<file path="config.mk">
export PLATFORM = sky130hd
export DESIGN_NAME = booth_multiplier_seq
export DESIGN_NICKNAME = d
export VERILOG_FILES = /design/src/rtl/booth_multiplier_seq.sv
export SDC_FILE = /design/constraint.sdc
export NUM_CORES = 1
export LEC_CHECK = 0
export ABC_CLOCK_PERIOD_IN_PS = 2700
export CAP_MARGIN = 5
export CORE_AREA = 2 2 78 80
export DETAILED_ROUTE_END_ITERATION = 7
export DIE_AREA = 0 0 80 82
export DONT_BUFFER_PORTS = 1
export GPL_TIMING_DRIVEN = 1
export PLACE_DENSITY = 0.58
export SLEW_MARGIN = 15
export SYNTH_ARGS = -nofsm -noshare
export SYNTH_HDL_FRONTEND = slang
export SYNTH_SLANG_ARGS = --single-unit
</file>
<file path="constraint.sdc">
create_clock -name CLK -period 2.7 [get_ports CLK]
set_input_delay 0.405 -clock CLK [delete_from_list [all_inputs] [get_ports CLK]]
set_output_delay 0.405 -clock CLK [all_outputs]
set_load 0.02 [all_outputs]
</file>
<file path="src/rtl/booth_multiplier_seq.sv">
// Sequential radix-2 Booth multiplier with Start/Busy/Done handshake.
// Operands are extended to WIDTH+1 bits so one datapath serves signed and unsigned modes.
module booth_multiplier_seq #(
  parameter int WIDTH = 8,
  parameter int CNT_W = $clog2(WIDTH + 2)
) (
  input  logic                   CLK,
  input  logic                   Reset,
  input  logic                   Start,
  input  logic                   Signed,
  input  logic [WIDTH-1:0]       Multiplicand,
  input  logic [WIDTH-1:0]       Multiplier,
  output logic [2*WIDTH-1:0]     Product,
  output logic                   Busy,
  output logic                   Done
);

  typedef enum logic [1:0] {
    IDLE = 2'd0,
    RUN  = 2'd1,
    DONE = 2'd2
  } state_t;

  localparam logic [CNT_W-1:0] LAST_CNT = CNT_W'(WIDTH);

  state_t           state, state_next;
  logic [WIDTH:0]   a_r, m_r, q_r;
  logic             q1_r;
  logic [CNT_W-1:0] count_r;
  logic [WIDTH:0]   sum, a_nxt, q_nxt;
  logic             load, last;

  always_comb begin
    load = Start && ((state == IDLE) || (state == DONE));
    last = (state == RUN) && (count_r == LAST_CNT);
  end

  always_ff @(posedge CLK) begin
    if (Reset) state <= IDLE;
    else       state <= state_next;
  end

  always_comb begin
    state_next = state;
    case (state)
      IDLE:    if (Start) state_next = RUN;
      RUN:     if (last)  state_next = DONE;
      DONE:    state_next = Start ? RUN : IDLE;
      default: state_next = IDLE;
    endcase
  end

  // One Booth step followed by an arithmetic right shift of {A,Q,Q_1}.
  always_comb begin
    case ({q_r[0], q1_r})
      2'b01:   sum = a_r + m_r;
      2'b10:   sum = a_r - m_r;
      default: sum = a_r;
    endcase
    a_nxt = {sum[WIDTH], sum[WIDTH:1]};
    q_nxt = {sum[0], q_r[WIDTH:1]};
  end

  always_ff @(posedge CLK) begin
    if (Reset) begin
      a_r     <= '0;
      m_r     <= '0;
      q_r     <= '0;
      q1_r    <= 1'b0;
      count_r <= '0;
      Product <= '0;
    end else if (load) begin
      a_r     <= '0;
      m_r     <= {Signed & Multiplicand[WIDTH-1], Multiplicand};
      q_r     <= {Signed & Multiplier[WIDTH-1], Multiplier};
      q1_r    <= 1'b0;
      count_r <= '0;
    end else if (state == RUN) begin
      a_r     <= a_nxt;
      q_r     <= q_nxt;
      q1_r    <= q_r[0];
      count_r <= count_r + 1'b1;
      // Low 2*WIDTH bits of the final shifted {A,Q}; upper bits only carry sign.
      if (last) Product <= {a_nxt[WIDTH-2:0], q_nxt};
    end
  end

  always_comb begin
    Busy = (state == RUN);
    Done = (state == DONE);
  end

endmodule

</file>
==> results.py <==
metrics = {
    "logic_synthesis": {
        "ys_types": 35,
        "synth_area_um2": 2390,
        "synth_xor_area_share_pct": 5.12,
        "ys_seq_elements": 49,
        "ys_warn_count": 0,
        "synth_fa_ha_area_share_pct": 7.11,
        "synth_compound_area_share_pct": 20.8,
        "synth.area.mux_share_pct": 1.72,
        "yosys.area_share.simple_pct": 20.2,
        "synth_edf_count": 0,
        "seq_area_frac_synth_pct": 41.0,
        "ys.flop_type": "dfxtp_1",
        "syn_nets": 334,
        "synthesis.instances": 301,
        "synth_top_family_by_area": "compound AO/OA/AOI/OAI gates",
        "synth_async_sr_flop_share_pct": 0,
        "avgSynthCellArea_um2": 7.96,
    },
    "placed_design": {
        "hpwl_um": 3770,
        "io_buffers": 0,
        "placed_cell_area_um2": 2460,
        "gp_congestion": 0.820,
    },
    "sta": {
        "tightestPinTransition_ns": 0.646,
        "rsz0062_at_grt": "false",
        "finalMaxSlewViolations": 0,
        "post-route-min-period_ns": 2.53,
        "report.final.hold_viol_count": 0,
        "finalSetupViolations": 0,
        "skew_ns": 0.00825,
        "fmax_mhz": 396,
        "fin_crit_sh_pct": 93.6,
        "relSlewSlack_pct": 56.8,
        "tns_ns": 0,
    },
    "layout": {
        "final_area_um2": 2590,
        "seqCellArea_um2": 983,
        "drive_gt1_share_pct": 7.72,
        "multiInputGateArea_um2": 1330,
        "fillers": 591,
        "area_delta_synth_final_pct": 8.26,
        "n_antenna_cell": 0,
        "utilization_pct": 45.1,
        "fin_nets": 330,
    },
    "detailed_routing": {
        "vias": 1952,
        "drc": 0,
        "drt_iter0_markers": 78,
        "drtAntennaViolNets": 0,
        "totalWireLength_um": 5200,
        "avgRoutedWirePerCell_um": 13.9,
        "vias_per_cell": 5.23,
        "drtPass1Iterations": 4,
    },
    "grt": {
        "grt.total_usage_pct": 17.2,
        "grt_max_degree": 40,
        "grt_pass1_vias": 1836,
        "antenna_found_initial": 0,
        "grt_pass1_wl_um": 8820,
        "overflow": 0,
    },
    "floorplanning": {
        "dieArea_um2": 6560,
        "io_pins": 38,
        "initial_core_util_pct": 41.7,
        "fp.dieH_um": 82,
        "core_area_um2": 5750,
        "dieWidth_um": 80,
        "fp-row-count": 28,
    },
    "critical_path": {
        "endpoint": "a_r[7]",
        "r2r_start": "m_r[0]",
        "path_max_fanout": 5,
        "cp_data_arrival_time_ns": 2.75,
        "r2r_end": "a_r[7]",
        "reg2reg_depth": 11,
        "startpoint_type": "flip-flop",
        "crit_required_ns": 2.93,
        "path_class": "flip-flop to flip-flop",
        "cp-end-kind": "flip-flop",
        "r2r_setup_slack_ns": 0.17,
        "critPathLaunch": "m_r[0]",
    },
    "hold_path": {
        "hp-class": "primary input to flip-flop",
        "min_path_cells": 1,
        "min_from": "Reset",
    },
    "clocking": {
        "path_clk_slew_ns": 0.09,
        "cts_tree": "done",
        "htreeDepth": 2,
        "ctsLongestPathBuffers": 2,
        "root_buffer": "clkbuf_8",
        "cts.sinks": 49,
        "clk_latency_ns": 0.30,
        "cts_buffers": 5,
    },
    "power": {
        "powerDensity_nw_per_um2": 633,
        "peakVddDrop_v": 0.000320,
        "leakagePower_nw": 0.901,
    },
    "run_status": {
        "status": "complete, no violations",
    },
    "flow_run": {
        "cap_violations": 0,
    },
}
[final cells by class]
| type | instances | share of cell area (%) |
|---|---|---|
| well taps | 75 | 3.62 |
| multi-input cells | 226 | 51.1 |
| clock inverters | 2 | 1.50 |
| clock buffers | 6 | 2.80 |
| flip-flops and latches | 49 | 37.9 |
| repair buffers | 6 | 1.74 |
| inverters | 9 | 1.30 |
[what timing repair did]
item | 4_1_cts | 5_1_grt
resized for setup | 0 | 6
setup endpoints to repair | 0 | 4
hold buffers | 0 | 0
buffers inserted | 0 | 1
hold endpoints to repair | 0 | 0
[Yosys cell counts, types with 2 or more instances]
master | instances | area (um^2)
a211oi_1 | 5 | 37.5
a21oi_1 | 46 | 230
a22oi_1 | 8 | 60.1
a31oi_1 | 3 | 18.8
buf_1 | 2 | 7.51
clkbuf_1 | 15 | 56.3
dfxtp_1 | 49 | 981
ha_1 | 12 | 150
inv_1 | 8 | 30.0
mux2i_1 | 3 | 30.0
nand2_1 | 63 | 236
nand2b_1 | 6 | 37.5
nand3_1 | 3 | 15.0
nand3b_1 | 2 | 15.0
nor2_1 | 26 | 97.6
nor2b_1 | 3 | 18.8
nor3_1 | 6 | 30.0
o211ai_1 | 2 | 15.0
o21a_1 | 2 | 15.0
o21ai_0 | 7 | 35.0
o31ai_1 | 4 | 30.0
xnor2_1 | 10 | 87.6
xor2_1 | 4 | 35.0
[power breakdown]
group,internal [mW],switching (mW)
Combinational,0.151,0.190
Sequential,0.748,0.0242
Clock,0.278,0.250
Total,1.18,0.464
[registers in the layout (all words and copies together), names as in the netlist]
name     flops
Product     16
m_r          9
q_r          9
a_r          8
count_r      4
state        2
q1_r         1
[per-layer routing]
layer | vias up | track usage (%) | wire [um]
li1 | 1016 | - | -
met4 | 0 | 5.59 | 74
met5 | - | 0 | 0
met2 | 30 | 27.6 | 2440
met1 | 901 | 22.7 | 2460
met3 | 5 | 4.40 | 227
[per-stage QoR]
step | hold slack [ns] | instances | power (mW) | setup WS [ns]
CTS | 0.152 | 372 | 1.65 | 0.0226
global route | 0.145 | 373 | 1.73 | 0.0115
detailed placement | 0.456 | 364 | 1.12 | 0.0744
finish | 0.169 | 373 | 1.64 | 0.174
floorplan | 0.436 | 301 | 1.06 | 0.159
global placement | 0.447 | 364 | 1.12 | 0.140
[worst min-delay path by stage]
stage | slack, ns | to
2_1_floorplan | 0.44 | q1_r
3_3_place_gp | 0.45 | q1_r
3_5_place_dp | 0.46 | q_r[3]
4_1_cts | 0.15 | Product[3]
5_1_grt | 0.15 | Product[10]
6_report | 0.17 | Product[13]
[logic make-up after synthesis]
logic type               after synthesis
multiplexers                           4
buffers and inverters                 26
XOR/XNOR                              14
flip-flops                            49
AO/OA/AOI/OAI                         82
adder cells (fa/ha/maj)               13
AND/OR/NAND/NOR                      113
[worst max-delay path, stage by stage (launching register included)]
cell and delay (ns):
dfxtp_2 0.37, inv_1 0.06, ha_1 0.23, nor2_1 0.12
xnor2_1 0.08, ha_1 0.35, a211oi_2 0.26, o21ai_2 0.12
o31ai_4 0.18, xnor2_1 0.10, or4_1 0.40, a21oi_1 0.17
[placed cells by master (no fill, tap or decap), types with 2 or more instances in the layout]
master and count:
o211ai_1 2, xnor2_1 10, o31ai_1 4, buf_4 6
a211oi_1 5, nand3b_1 2, nand3_1 3, a31oi_1 3
nand2b_1 6, clkbuf_8 5, inv_1 8, dfxtp_1 47
nor2_1 26, nor2b_1 3, nand2_1 63, mux2i_1 3
a21oi_1 46, nor3_1 6, a22oi_1 8, o21ai_0 6
ha_1 11, xor2_1 4, o21a_1 2, dfxtp_2 2
Note: power is estimated with default switching activity, not from simulation.
